### config.mk
export PLATFORM = sky130hd
export DESIGN_NAME = range_sum_flat
export DESIGN_NICKNAME = d
export VERILOG_FILES = /design/src/rtl/range_sum_if.sv /design/src/rtl/range_sum.sv /design/src/flat_wrapper.sv
export SDC_FILE = /design/constraint.sdc
export NUM_CORES = 1
export LEC_CHECK = 0
export CORE_MARGIN = 8
export CORE_UTILIZATION = 58
export CTS_CLUSTER_SIZE = 8
export DETAILED_ROUTE_END_ITERATION = 10
export PLACE_DENSITY = 0.86
export SETUP_SLACK_MARGIN = 0.02
export SYNTH_ARGS = -nofsm -noshare
export SYNTH_HDL_FRONTEND = slang
export SYNTH_SLANG_ARGS = --single-unit
### constraint.sdc
create_clock -name i_clk -period 4.19 [get_ports i_clk]
set_input_delay 0.838 -clock i_clk [delete_from_list [all_inputs] [get_ports i_clk]]
set_output_delay 0.838 -clock i_clk [all_outputs]
set_load 0.005 [all_outputs]
### src/rtl/range_sum_if.sv
// Request/response bundle between a job controller (master) and the range_sum engine (slave).
interface range_sum_if #(
    parameter int W  = 8,
    parameter int SW = 17
);
    logic          req;
    logic          ready;
    logic [W-1:0]  lo;
    logic [W-1:0]  hi;
    logic [W-1:0]  step;
    logic          busy;
    logic          done;
    logic [SW-1:0] sum;
    logic [W:0]    count;
    logic          ovf;

    modport master (
        output req, lo, hi, step,
        input  ready, busy, done, sum, count, ovf
    );

    modport slave (
        input  req, lo, hi, step,
        output ready, busy, done, sum, count, ovf
    );
endinterface

### src/rtl/range_sum.sv
// Iterative range accumulator: adds lo, lo+step, ... <= hi one term per clock,
// saturating the sum and flagging overflow when the accumulator would wrap.
module range_sum #(
    parameter int W  = 8,
    parameter int SW = 17
) (
    input logic       i_clk,
    input logic       i_rst,
    range_sum_if.slave bus
);
    typedef enum logic [1:0] {IDLE, RUN, DONE} state_t;

    state_t        r_state;
    state_t        w_next;
    logic [W-1:0]  r_hi;
    logic [W-1:0]  r_step;
    logic [W:0]    r_cur;
    logic [W:0]    r_count;
    logic [SW-1:0] r_sum;
    logic          r_ovf;

    logic          w_accept;
    logic          w_empty;
    logic [W-1:0]  w_eff_step;
    logic [W:0]    w_next_cur;
    logic          w_last;
    logic [SW:0]   w_add;

    assign w_accept   = bus.req && (r_state == IDLE);
    assign w_empty    = bus.lo > bus.hi;
    assign w_eff_step = (bus.step == '0) ? W'(1) : bus.step;

    // One extra bit on the term so hi near 2^W-1 terminates instead of wrapping.
    assign w_next_cur = r_cur + {1'b0, r_step};
    assign w_last     = w_next_cur > {1'b0, r_hi};
    assign w_add      = {1'b0, r_sum} + (SW+1)'(r_cur);

    always_ff @(posedge i_clk) begin
        if (!i_rst) begin
            r_state <= IDLE;
        end else begin
            r_state <= w_next;
        end
    end

    always_comb begin
        w_next = r_state;
        case (r_state)
            IDLE: begin
                if (w_accept) begin
                    w_next = w_empty ? DONE : RUN;
                end
            end
            RUN: begin
                if (w_last) begin
                    w_next = DONE;
                end
            end
            DONE:    w_next = IDLE;
            default: w_next = IDLE;
        endcase
    end

    // Results are held from the end of a job until the next accept.
    always_ff @(posedge i_clk) begin
        if (!i_rst) begin
            r_hi    <= '0;
            r_step  <= '0;
            r_cur   <= '0;
            r_sum   <= '0;
            r_count <= '0;
            r_ovf   <= 1'b0;
        end else if (w_accept) begin
            r_hi    <= bus.hi;
            r_step  <= w_eff_step;
            r_cur   <= {1'b0, bus.lo};
            r_sum   <= '0;
            r_count <= '0;
            r_ovf   <= 1'b0;
        end else if (r_state == RUN) begin
            r_cur   <= w_next_cur;
            r_count <= r_count + (W+1)'(1);
            if (r_ovf || w_add[SW]) begin
                r_sum <= '1;
                r_ovf <= 1'b1;
            end else begin
                r_sum <= w_add[SW-1:0];
            end
        end
    end

    assign bus.ready = (r_state == IDLE);
    assign bus.busy  = (r_state == RUN);
    assign bus.done  = (r_state == DONE);
    assign bus.sum   = r_sum;
    assign bus.count = r_count;
    assign bus.ovf   = r_ovf;
endmodule

### src/flat_wrapper.sv
// flat-port wrapper written by rule: the top's interface ports become plain ports
module range_sum_flat 
#(
    parameter int W  = 8,
    parameter int SW = 17
)
  (i_clk, i_rst, bus_req, bus_lo, bus_hi, bus_step, bus_ready, bus_busy, bus_done, bus_sum, bus_count, bus_ovf);
  range_sum_if #(.W(W), .SW(SW)) bus_i ();
  input logic i_clk;
  input logic i_rst;
  input wire logic [$bits(bus_i.req)-1:0] bus_req;
  input wire logic [$bits(bus_i.lo)-1:0] bus_lo;
  input wire logic [$bits(bus_i.hi)-1:0] bus_hi;
  input wire logic [$bits(bus_i.step)-1:0] bus_step;
  output wire logic [$bits(bus_i.ready)-1:0] bus_ready;
  output wire logic [$bits(bus_i.busy)-1:0] bus_busy;
  output wire logic [$bits(bus_i.done)-1:0] bus_done;
  output wire logic [$bits(bus_i.sum)-1:0] bus_sum;
  output wire logic [$bits(bus_i.count)-1:0] bus_count;
  output wire logic [$bits(bus_i.ovf)-1:0] bus_ovf;
  assign bus_i.req = bus_req;
  assign bus_i.lo = bus_lo;
  assign bus_i.hi = bus_hi;
  assign bus_i.step = bus_step;
  assign bus_ready = bus_i.ready;
  assign bus_busy = bus_i.busy;
  assign bus_done = bus_i.done;
  assign bus_sum = bus_i.sum;
  assign bus_count = bus_i.count;
  assign bus_ovf = bus_i.ovf;
  range_sum #(.W(W), .SW(SW)) u_core (.i_clk(i_clk), .i_rst(i_rst), .bus(bus_i));
endmodule
Word level (Yosys, flattened, before mapping)
Index checks and enable logic that the tools add are counted.

Word-level logic and storage cells: 34. Output and inout bits: 30. Input bits: 27. Flip-flop bits (word level): 54.

$lt $le $gt $ge: 2. Muxes and demuxes: 8. Reduce and logical (&&, ||, !) cells: 8. Bitwise logic cells: 1. Add/sub/neg operators: 3. Equal/unequal tests: 4.

Operators by type and width (number): 8-bit two-way mux (3); 17-bit by 9-bit adder with 18-bit output (1); 17-bit two-way mux (1); 9-bit by 1-bit adder with 9-bit output (second input constant) (1); 9-bit by 8-bit adder with 9-bit output (1); 9-bit by 8-bit > comparator with 1-bit output (1); 8-bit > comparator (1); 8-bit logical NOT (1); 2-bit two-way mux (3); 2-bit by 1-bit inequality test with 1-bit output (second input constant) (2); 2-bit one-hot mux with 2 select lines (1); 2-bit AND reduction (2); 2-bit by 1-bit equality test with 1-bit output (second input constant) (1); 2-bit equality test (second input constant) (1); 2-bit logical NOT (1); 2-bit nonzero test (1); 2-bit OR reduction (1); 1-bit logical AND (1); 1-bit logical OR (1); 1-bit inverter (1).

Longest topological paths before layout
Gate-level depths: netlist of the first run.

Depth after elaboration: 4. Gate-level depth with buffers: 13. Mapped depth without buffers: 13.

Least setup slack after synthesis of the first run
Ideal clock, no wire load.

Path kind: register -> register. From: reg u_core.r_cur[1]. To: reg u_core.r_state[1]. Cell stages (with the launch flop): 12. Clock period less this slack: 2.727 ns. Buffers on the path: 0. Required time: 4.073 ns. Arrival time: 2.610 ns. Setup slack: 1.463 ns. Library setup time: 0.117 ns. Cells stage by stage: dfxtp_1 > ha_1 > a21o_1 > a211oi_1 > o21ai_0 > o211ai_1 > xnor2_1 > ha_1 > a2111o_1 > o21ai_0 > nand4_1 > a32o_1.

Word-level cells in the longest chain between the ends: 4.

RTL lines: from (decl) (RTL line range_sum.sv:17) `logic [W:0] r_cur;`; from (signal assigned) (RTL line range_sum.sv:76) `r_cur <= {1'b0, bus.lo};`; from (signal assigned) (RTL line range_sum.sv:81) `r_cur <= w_next_cur;`; 9-bit by 8-bit adder with 9-bit output (RTL line range_sum.sv:34) `assign w_next_cur = r_cur + {1'b0, r_step};`; 9-bit by 8-bit > comparator with 1-bit output (RTL line range_sum.sv:35) `assign w_last = w_next_cur > {1'b0, r_hi};`; 2-bit by 1-bit inequality test with 1-bit output (no source line); 2-bit AND reduction (no source line); to (signal assigned) (RTL line range_sum.sv:42) `r_state <= w_next;`; to (decl) (RTL line range_sum.sv:13) `state_t r_state;`.

No other way between the ends. A chain may end at the register's enable or synchronous reset.

Final worst setup path of the first run
Same ends and word-level chain as after synthesis.

==> metrics.cfg, run 1 <==
[finish]
fillers=467
syn2layout_area_growth_pct=20.04
final_area_um2=4250
register_area_um2=1081
final_nets=536
diodes=0
fin_cells=549
multi_input_comb_area_um2=2282
drive_gt1_share_pct=7.173

[power]
power_frac_seq_pct=39.8
p_switching_uw=532.7
p_int_uw=970.4
p_clk_share_pct=23.8
p_per_area_nw_per_um2=353.6
combPwrFrac_pct=36.4
p_leak_uw=0.001688
irDropWorstVdd_mv=0.1806
switching_share_pct=35.44

[placement]
gp_congestion=0.9065
port_buffers=56
place_area_um2=4138
dp.cells=541
dp_hpwl_um=6575
dp_slack_ns=1.214

[worst_setup_path]
path_class=flop to flop
path_cells=ha_1, a21o_1, a211oi_1, o21ai_0, o211ai_1, xnor2_1, ha_1, a2111o_1, o21ai_0, nand4_1, a32o_1
cpLargestDelayFamily=compound AO/OA/AOI/OAI gates
crit_buf_inv=0
start_kind=flop
r2r_cells=11
critPathCaptureType=flop
slowest_stage=dfxtp_1
slowest_delay_ns=0.44
crit_arrival_ns=3.25
path_depth=11
crit_fanout=5
crit_required_ns=4.41

[global_routing]
antenna_found_initial=0
grt_max_degree=40
grt_pass1_vias=3107
grt_pass1_wl_um=14410
grt-ovfl-total=0
grtUsageTotal_pct=19.84

[timing]
setup_ws_ns=1.156
relSlewSlack_pct=57.56
finalSetupViolCount=0
totalNegativeSetupSlack_ns=0
slew_viol_final=0
fmax_ghz=0.3296
fin_worst_skew_ns=0.005563
hold_viol_final=0
period_needed_ns=3.034
tightestPinTransition_ns=0.6351
rsz0062_at_grt=no
period_share_pct=72.40

[route]
post_drt_via_cell_ratio=5.860
antenna_left=0
drc=0
wl_um=8656
drt-pass1-iter-count=5
vias=3217
drt_iter0_drc=210
detail_route.wl_per_cell_um=15.77

[synthesis]
syn-num-nets=487
yosysSeqAreaShare_pct=30.53
synth-edff-count=0
ys_top_cells_by_area=dfxtp_1, ha_1, nand2_1, a21boi_0, xor2_1
syn_area_per_cell_um2=8.351
ys_warn_count=0
syn-instance-count=424
synth_ff_type=dfxtp_1
synth_seq_cells=54
async_reset_ff_share_pct=0
ys_types=62
yosys.area.top_type_share_pct=30.53
netlist_area_um2=3541
yosysTopAreaCell=dfxtp_1

[floorplan]
ioPinCount=57
fp-row-count=28
start_util_pct=59.81
die-area_um2=8861
die_width_um=94.14
core_um2=5921
dieHeight_um=94.14

[clock_network]
htreeDepth=2
cts_hold_buf=0
clock-sinks=54
clock_latency_ns=0.31
post_cts_buffers=0
clk_pin_slew_ns=0.10
cts_made_buffers=5
cts_tree=built
cts_resized=0
clock-root-buffer=clkbuf_8
clk_path_buf_depth=2

[flow_run]
cap_violations=0

[worst_hold_path]
holdCritPathClass=flop to flop
holdPathStages=2

[run_status]
status=finished, final reports clean

-- routing by layer --
layer  vias up  global-route usage [%]  wire (um)
li1       1605                       -          -
met1      1508                   23.09       3848
met2        87                   34.83       4135
met3        17                   4.157        501
met4         0                   7.133        172
met5         -                       0          0
-- sequential cells by signal, summed over array words and instances, names as in the netlist --
name / count
u_core.bus.count: 9
u_core.bus.ovf: 1
u_core.bus.sum: 17
u_core.r_cur: 9
u_core.r_hi: 8
u_core.r_state: 2
u_core.r_step: 8
-- layout make-up --
type                    instances  share of cell area [%]
clock buffers                   5                   1.619
clock inverters                 3                   1.030
inverters                      24                   2.120
multi-input cells             328                   53.69
flip-flops and latches         54                   25.43
well taps                      75                   2.208
repair buffers                 60                   13.89
-- through the flow --
stage          utilization, %  total power, uW  hold WS, ns
2_1_floorplan               -            984.0       0.4435
3_5_place_dp            69.89             1150       0.4603
6_report                71.79             1503       0.4703
3_3_place_gp            69.89             1124       0.4527
5_1_grt                 71.79             1605       0.5015
4_1_cts                 71.79             1508       0.4737
-- cells in the mapped netlist (8+ instances only) --
cell	instances
a21oi_1	19
xor2_1	12
nor2_1	24
nor3_1	9
inv_1	24
nand2_1	71
a21oi_2	9
dfxtp_1	54
nand4_1	8
ha_1	34
o21ai_0	20
clkbuf_1	8
a21boi_0	21
-- cells by family after synthesis --
group,count (synthesis),synth area share [%]
compound gates,120,26.29
xor+xnor,18,4.452
fa+ha+maj,36,13.14
buf+inv,42,5.018
flops,54,30.53
mux,1,0.2827
simple gates,153,20.28
-- power by group through the flow --
stage / Combinational [uW] / Clock (uW) / Sequential, uW
after floorplan: 387 / 0 / 597
after global placement: 517 / 0 / 608
after detailed placement: 540 / 0 / 610
after CTS: 543 / 367 / 598
after global routing: 614 / 387 / 605
final: 547 / 358 / 599
-- final timing paths --
kind | startpoint | slack, ns | endpoint
worst max-delay path | u_core.r_cur[1] | 1.16 | u_core.r_state[1]
worst min-delay path | u_core.r_hi[3] | 0.47 | u_core.r_hi[3]
worst max register to register | u_core.r_cur[1] | 1.16 | u_core.r_state[1]
worst min register to register | u_core.r_hi[3] | 0.47 | u_core.r_hi[3]
-- cell usage in the layout (no fill, tap or decap), drive strengths merged, types with 5 or more instances in the layout --
master	count
o21a	5
a22oi	7
a31oi	7
nor3	9
a21oi	28
inv	25
dfxtp	54
and3	8
xor2	12
clkdlybuf4s50	56
clkbuf	5
nor2	24
ha	34
o21ai	22
xnor2	6
nand3	7
a21boi	22
nand4	8
nor2b	6
nand2	71
-- worst reg2reg max path, stage by stage, from the launching register on --
cell	delay [ns]
dfxtp_1	0.44
ha_1	0.26
a21o_1	0.19
a211oi_1	0.27
o21ai_0	0.15
o211ai_1	0.19
xnor2_1	0.19
ha_1	0.30
a2111o_1	0.42
o21ai_0	0.16
nand4_1	0.14
a32o_1	0.24
(Power assumes the default switching activity.)
==> run 2: changes to the inputs <==
CORE_UTILIZATION = 49   (was 58)
PLACE_DENSITY = 0.77   (was 0.86)
clock period = 2.6 ns   (was 4.19 ns; I/O delays follow)
==> run 2 against run 1 <==
Routed wire length increased by 0.10%. Flip-flop and latch count unchanged. Largest cell class unchanged. Die area increased by 15%. The flow now finishes with violations (setup timing). Highest routed layer unchanged.
==> metrics.cfg, run 2 (same netlist as run 1, synthesis figures left out) <==
[placement]
place_area_um2=4284
dp_hpwl_um=6413
port_buffers=56
gp_congestion=0.7982
dp.cells=577

[power]
irDropWorstVdd_mv=0.2985
p_per_area_nw_per_um2=556.1
p_leak_uw=0.001767

[clock_network]
clock-root-buffer=clkbuf_8
htreeDepth=2
clock-sinks=54
clock_latency_ns=0.31
clk_pin_slew_ns=0.10
clk_path_buf_depth=2
cts_made_buffers=5
cts_tree=built

[route]
detail_route.wl_per_cell_um=14.71
drt-pass1-iter-count=4
wl_um=8665
drc=0
antenna_left=0
drt_iter0_drc=89
vias=3241
post_drt_via_cell_ratio=5.503

[timing]
hold_ws_ns=0.4698
slew_viol_final=0
setup_ws_ns=-0.2378
tightestPinTransition_ns=0.5746
rsz0062_at_grt=yes
period_needed_ns=2.838
relSlewSlack_pct=61.55
period_share_pct=109.1
totalNegativeSetupSlack_ns=-0.4154
fin_worst_skew_ns=0.008578
fmax_ghz=0.3524
hold_viol_final=0
finalSetupViolCount=2

[global_routing]
grt_pass1_vias=3162
grt_max_degree=40
grtUsageTotal_pct=17.05
grt_pass1_wl_um=14110
grt-ovfl-total=0
antenna_found_initial=0

[worst_hold_path]
holdCritPathClass=flop to flop

[run_status]
violations=setup timing
status=finished, violations left

[finish]
fin_cells=589
final_area_um2=4466
drive_gt1_share_pct=12.24
layout_common_cells=nand2_1, clkdlybuf4s50_1, dfxtp_1, ha_1
fin_util_pct=62.57
syn2layout_area_growth_pct=26.11
final_nets=552
diodes=0
largest_reg_flops=17
layout_commonest_cell=nand2_1

[floorplan]
die_width_um=101.0
die-area_um2=10200
ioPinCount=57
start_util_pct=49.61
fp-row-count=31
dieHeight_um=101.0
core_um2=7137

[worst_setup_path]
start_kind=flop
path_class=flop to flop
critPathCaptureType=flop
crit_arrival_ns=3.05
crit_fanout=3
crit_required_ns=2.81

[flow_run]
cap_violations=0

==> run 2: layout make-up <==
cell class	instances	area (um^2)
Clock buffer	7	86.33
Clock inverter	1	5.005
Fill cell	669	2671
Inverter	24	90.09
Multi-Input combinational cell	328	2341
Sequential cell	54	1089
Tap cell	99	123.9
Timing Repair Buffer	76	730.7
==> run 2: path summary, 6_finish.rpt <==
| check | from | end | slack [ns] | cells after the start |
|---|---|---|---|---|
| setup reg to reg | u_core.r_step[1] | u_core.r_state[1] | -0.24 | 14 |
| hold / removal | u_core.r_hi[2] | u_core.r_hi[2] | 0.47 | 2 |
| hold reg to reg | u_core.r_hi[2] | u_core.r_hi[2] | 0.47 | 2 |
| setup / recovery | u_core.r_step[1] | u_core.r_state[1] | -0.24 | 14 |
==> run 2: repair_timing <==
action | CTS | global route
hold endpoints to repair | 0 | 0
hold buffers | 0 | 0
buffers inserted | 0 | 4
pin swaps | 1 | 19
endpoints found under the setup margin | 2 | 2
resized for setup | 0 | 12
==> run 2: through the flow <==
stage	total power (uW)	setup WS (ns)
global route	2655	-0.3958
CTS	2405	-0.1232
finish	2483	-0.2378
detailed placement	1909	-0.1063
global placement	1876	-0.02330
floorplan	1599	0.02393
==> run 2: power by group <==
part	switching (uW)	total, uW	internal [uW]	leakage [uW]
registers	63.7	966	902	0.000441
clock network	280	496	216	0.0000482
logic	561	1020	460	0.00128
total	905	2480	1580	0.00177
==> run 2: layer usage <==
layer	GRT usage (%)	routed length, um
met1	19.61	3805
met2	29.60	4165
met3	3.729	500
met4	7.331	193
met5	0	0
==> run 2: critical path, cell delays in order (launching register included) <==
cell      delay, ns
dfxtp_2        0.35
ha_4           0.23
a21o_1         0.20
a211oi_2       0.27
o21ai_1        0.11
o211ai_1       0.17
xnor2_1        0.16
ha_1           0.31
buf_6          0.15
o21a_1         0.09
o22ai_1        0.21
nor2_1         0.09
o21ai_2        0.07
nand4_1        0.12
a32o_1         0.22
==> run 3: changes to the inputs <==
PLACE_DENSITY = 0.86   (was 0.77)
==> run 3 against run 2 <==
The run still ends with setup timing left. Via count up 1.9%. Critical path depth fell by 1. Largest cell class unchanged. Global-route usage rose by 0.61 points. Critical endpoint unchanged. Critical path type unchanged. First-iteration DRC count is 65% higher. Count of clock-buffer cells in the layout shrank 2. Highest routed layer unchanged. Fmax is 3.6% higher.
==> metrics.cfg, run 3 (same netlist as run 1, synthesis figures left out) <==
[floorplan]
ioPinCount=57
core_um2=7137
dieHeight_um=101.0
die_width_um=101.0
start_util_pct=49.61
fp-row-count=31
die-area_um2=10200

[timing]
setup_ws_ns=-0.1386
hold_viol_final=0
fin_worst_skew_ns=0.01207
finalSetupViolCount=2
rsz0062_at_grt=yes
fmax_ghz=0.3652
relSlewSlack_pct=64.50
period_share_pct=105.3
tightestPinTransition_ns=0.5305
period_needed_ns=2.739
slew_viol_final=0

[global_routing]
grt-ovfl-total=0
grt_pass1_wl_um=14830
antenna_found_initial=0
grt_pass1_vias=3360
grtUsageTotal_pct=17.66
grt_max_degree=40

[route]
post_drt_via_cell_ratio=5.576
drc=0
drt-pass1-iter-count=4
antenna_left=0
drt_iter0_drc=147
vias=3301
wl_um=8881
detail_route.wl_per_cell_um=15.00

[worst_setup_path]
cpMostUsedCell=nor2_1
crit_fanout=2
crit_required_ns=2.81
path_class=flop to flop
slowest_stage=fa_2
path_cells=ha_4, fa_2, a21oi_2, o211ai_1, nor2_1, xnor2_1, ha_2, o21a_1, o22ai_1, nor2_1, o21ai_2, nand4_1, a32o_1
crit_arrival_ns=2.95
slowest_delay_ns=0.38
start_kind=flop
critPathCaptureType=flop

[placement]
gp_congestion=0.9232
dp_hpwl_um=6665
port_buffers=56
dp_slack_ns=-0.1410
dp.cells=579

[clock_network]
cts_tree=built
htreeDepth=2
clock_latency_ns=0.31
clock-sinks=54
clock-root-buffer=clkbuf_8
clk_path_buf_depth=2
clk_pin_slew_ns=0.11
cts_made_buffers=5

[finish]
final_nets=555
fin_util_pct=62.46
layout_commonest_cell=nand2_1
layout_common_cells=nand2_1, clkdlybuf4s50_1, dfxtp_1, ha_1
diodes=0
largest_reg_flops=17
syn2layout_area_growth_pct=25.90
fin_cells=592
drive_gt1_share_pct=13.18

[flow_run]
cap_violations=0

[power]
p_leak_uw=0.001762
switching_share_pct=36.96
p_per_area_nw_per_um2=549.9
p_clk_share_pct=19.6
irDropWorstVdd_mv=0.2426
p_int_uw=1546
fin_total_pwr_uw=2452
power_frac_seq_pct=39.3
combPwrFrac_pct=41.1
p_switching_uw=906.0

[worst_hold_path]
holdCritPathClass=flop to flop

[run_status]
violations=setup timing
status=finished, violations left

==> run 3: changes by cell type in the layout (fill, tap and decap cells not counted), sizes merged <==
cell	change
clkinv	+1
clkbuf	-2
buf	+3
clkinvlp	+1
==> run 3: final timing paths <==
check / start / endpoint / slack, ns / cells past startpoint
max reg2reg: u_core.r_cur[0] / u_core.r_state[1] / -0.14 / 13
max: u_core.r_cur[0] / u_core.r_state[1] / -0.14 / 13
min: u_core.r_hi[7] / u_core.r_hi[7] / 0.48 / 2
min reg2reg: u_core.r_hi[7] / u_core.r_hi[7] / 0.48 / 2
==> run 3: layout make-up <==
class                           instances  area (um^2)
Fill cell                             632         2679
Clock inverter                          3        21.27
Multi-Input combinational cell        328         2331
Timing Repair Buffer                   79        737.0
Clock buffer                            5        68.82
Tap cell                               99        123.9
Inverter                               24        90.09
Sequential cell                        54         1086
==> run 3: worst max-delay path: cells and delay by family, from the launching register on <==
kind | cells | cell delay [ns]
compound gates | 6 | 0.90
fa+ha+maj | 3 | 0.86
simple gates | 3 | 0.36
flops | 1 | 0.35
xor+xnor | 1 | 0.17
==> run 3: power by group through the flow <==
stage          combinational, uW  clock [uW]  sequential, uW
2_1_floorplan                635           0             964
3_5_place_dp                 938           0             975
5_1_grt                     1110         522             974
4_1_cts                      968         486             959
3_3_place_gp                 892           0             971
6_report                    1010         480             964
==> run 3: stage by stage <==
stage,instance area (um^2),hold WS (ns),setup TNS [ns]
after detailed placement,4287,0.4625,-0.1729
after global placement,4287,0.4500,-0.006761
after floorplan,3555,0.4435,0
final,4458,0.4755,-0.1806
after CTS,4419,0.4771,-0.1143
after global routing,4458,0.4953,-0.4774
==> run 3: per-layer routing <==
metal	vias up	global-route usage [%]	part of all wire, %
met5	-	0	0
met4	0	6.186	1.6
met3	12	3.936	5.8
met2	105	31.79	48
met1	1544	19.87	45
li1	1640	-	-
==> run 3: repair_timing <==
item | 4_1_cts | 5_1_grt
hold endpoints to repair | 0 | 0
endpoints found under the setup margin | 2 | 2
hold buffers | 0 | 0
pin swaps | 9 | 9
buffers inserted | 3 | 2
resized for setup | 5 | 5
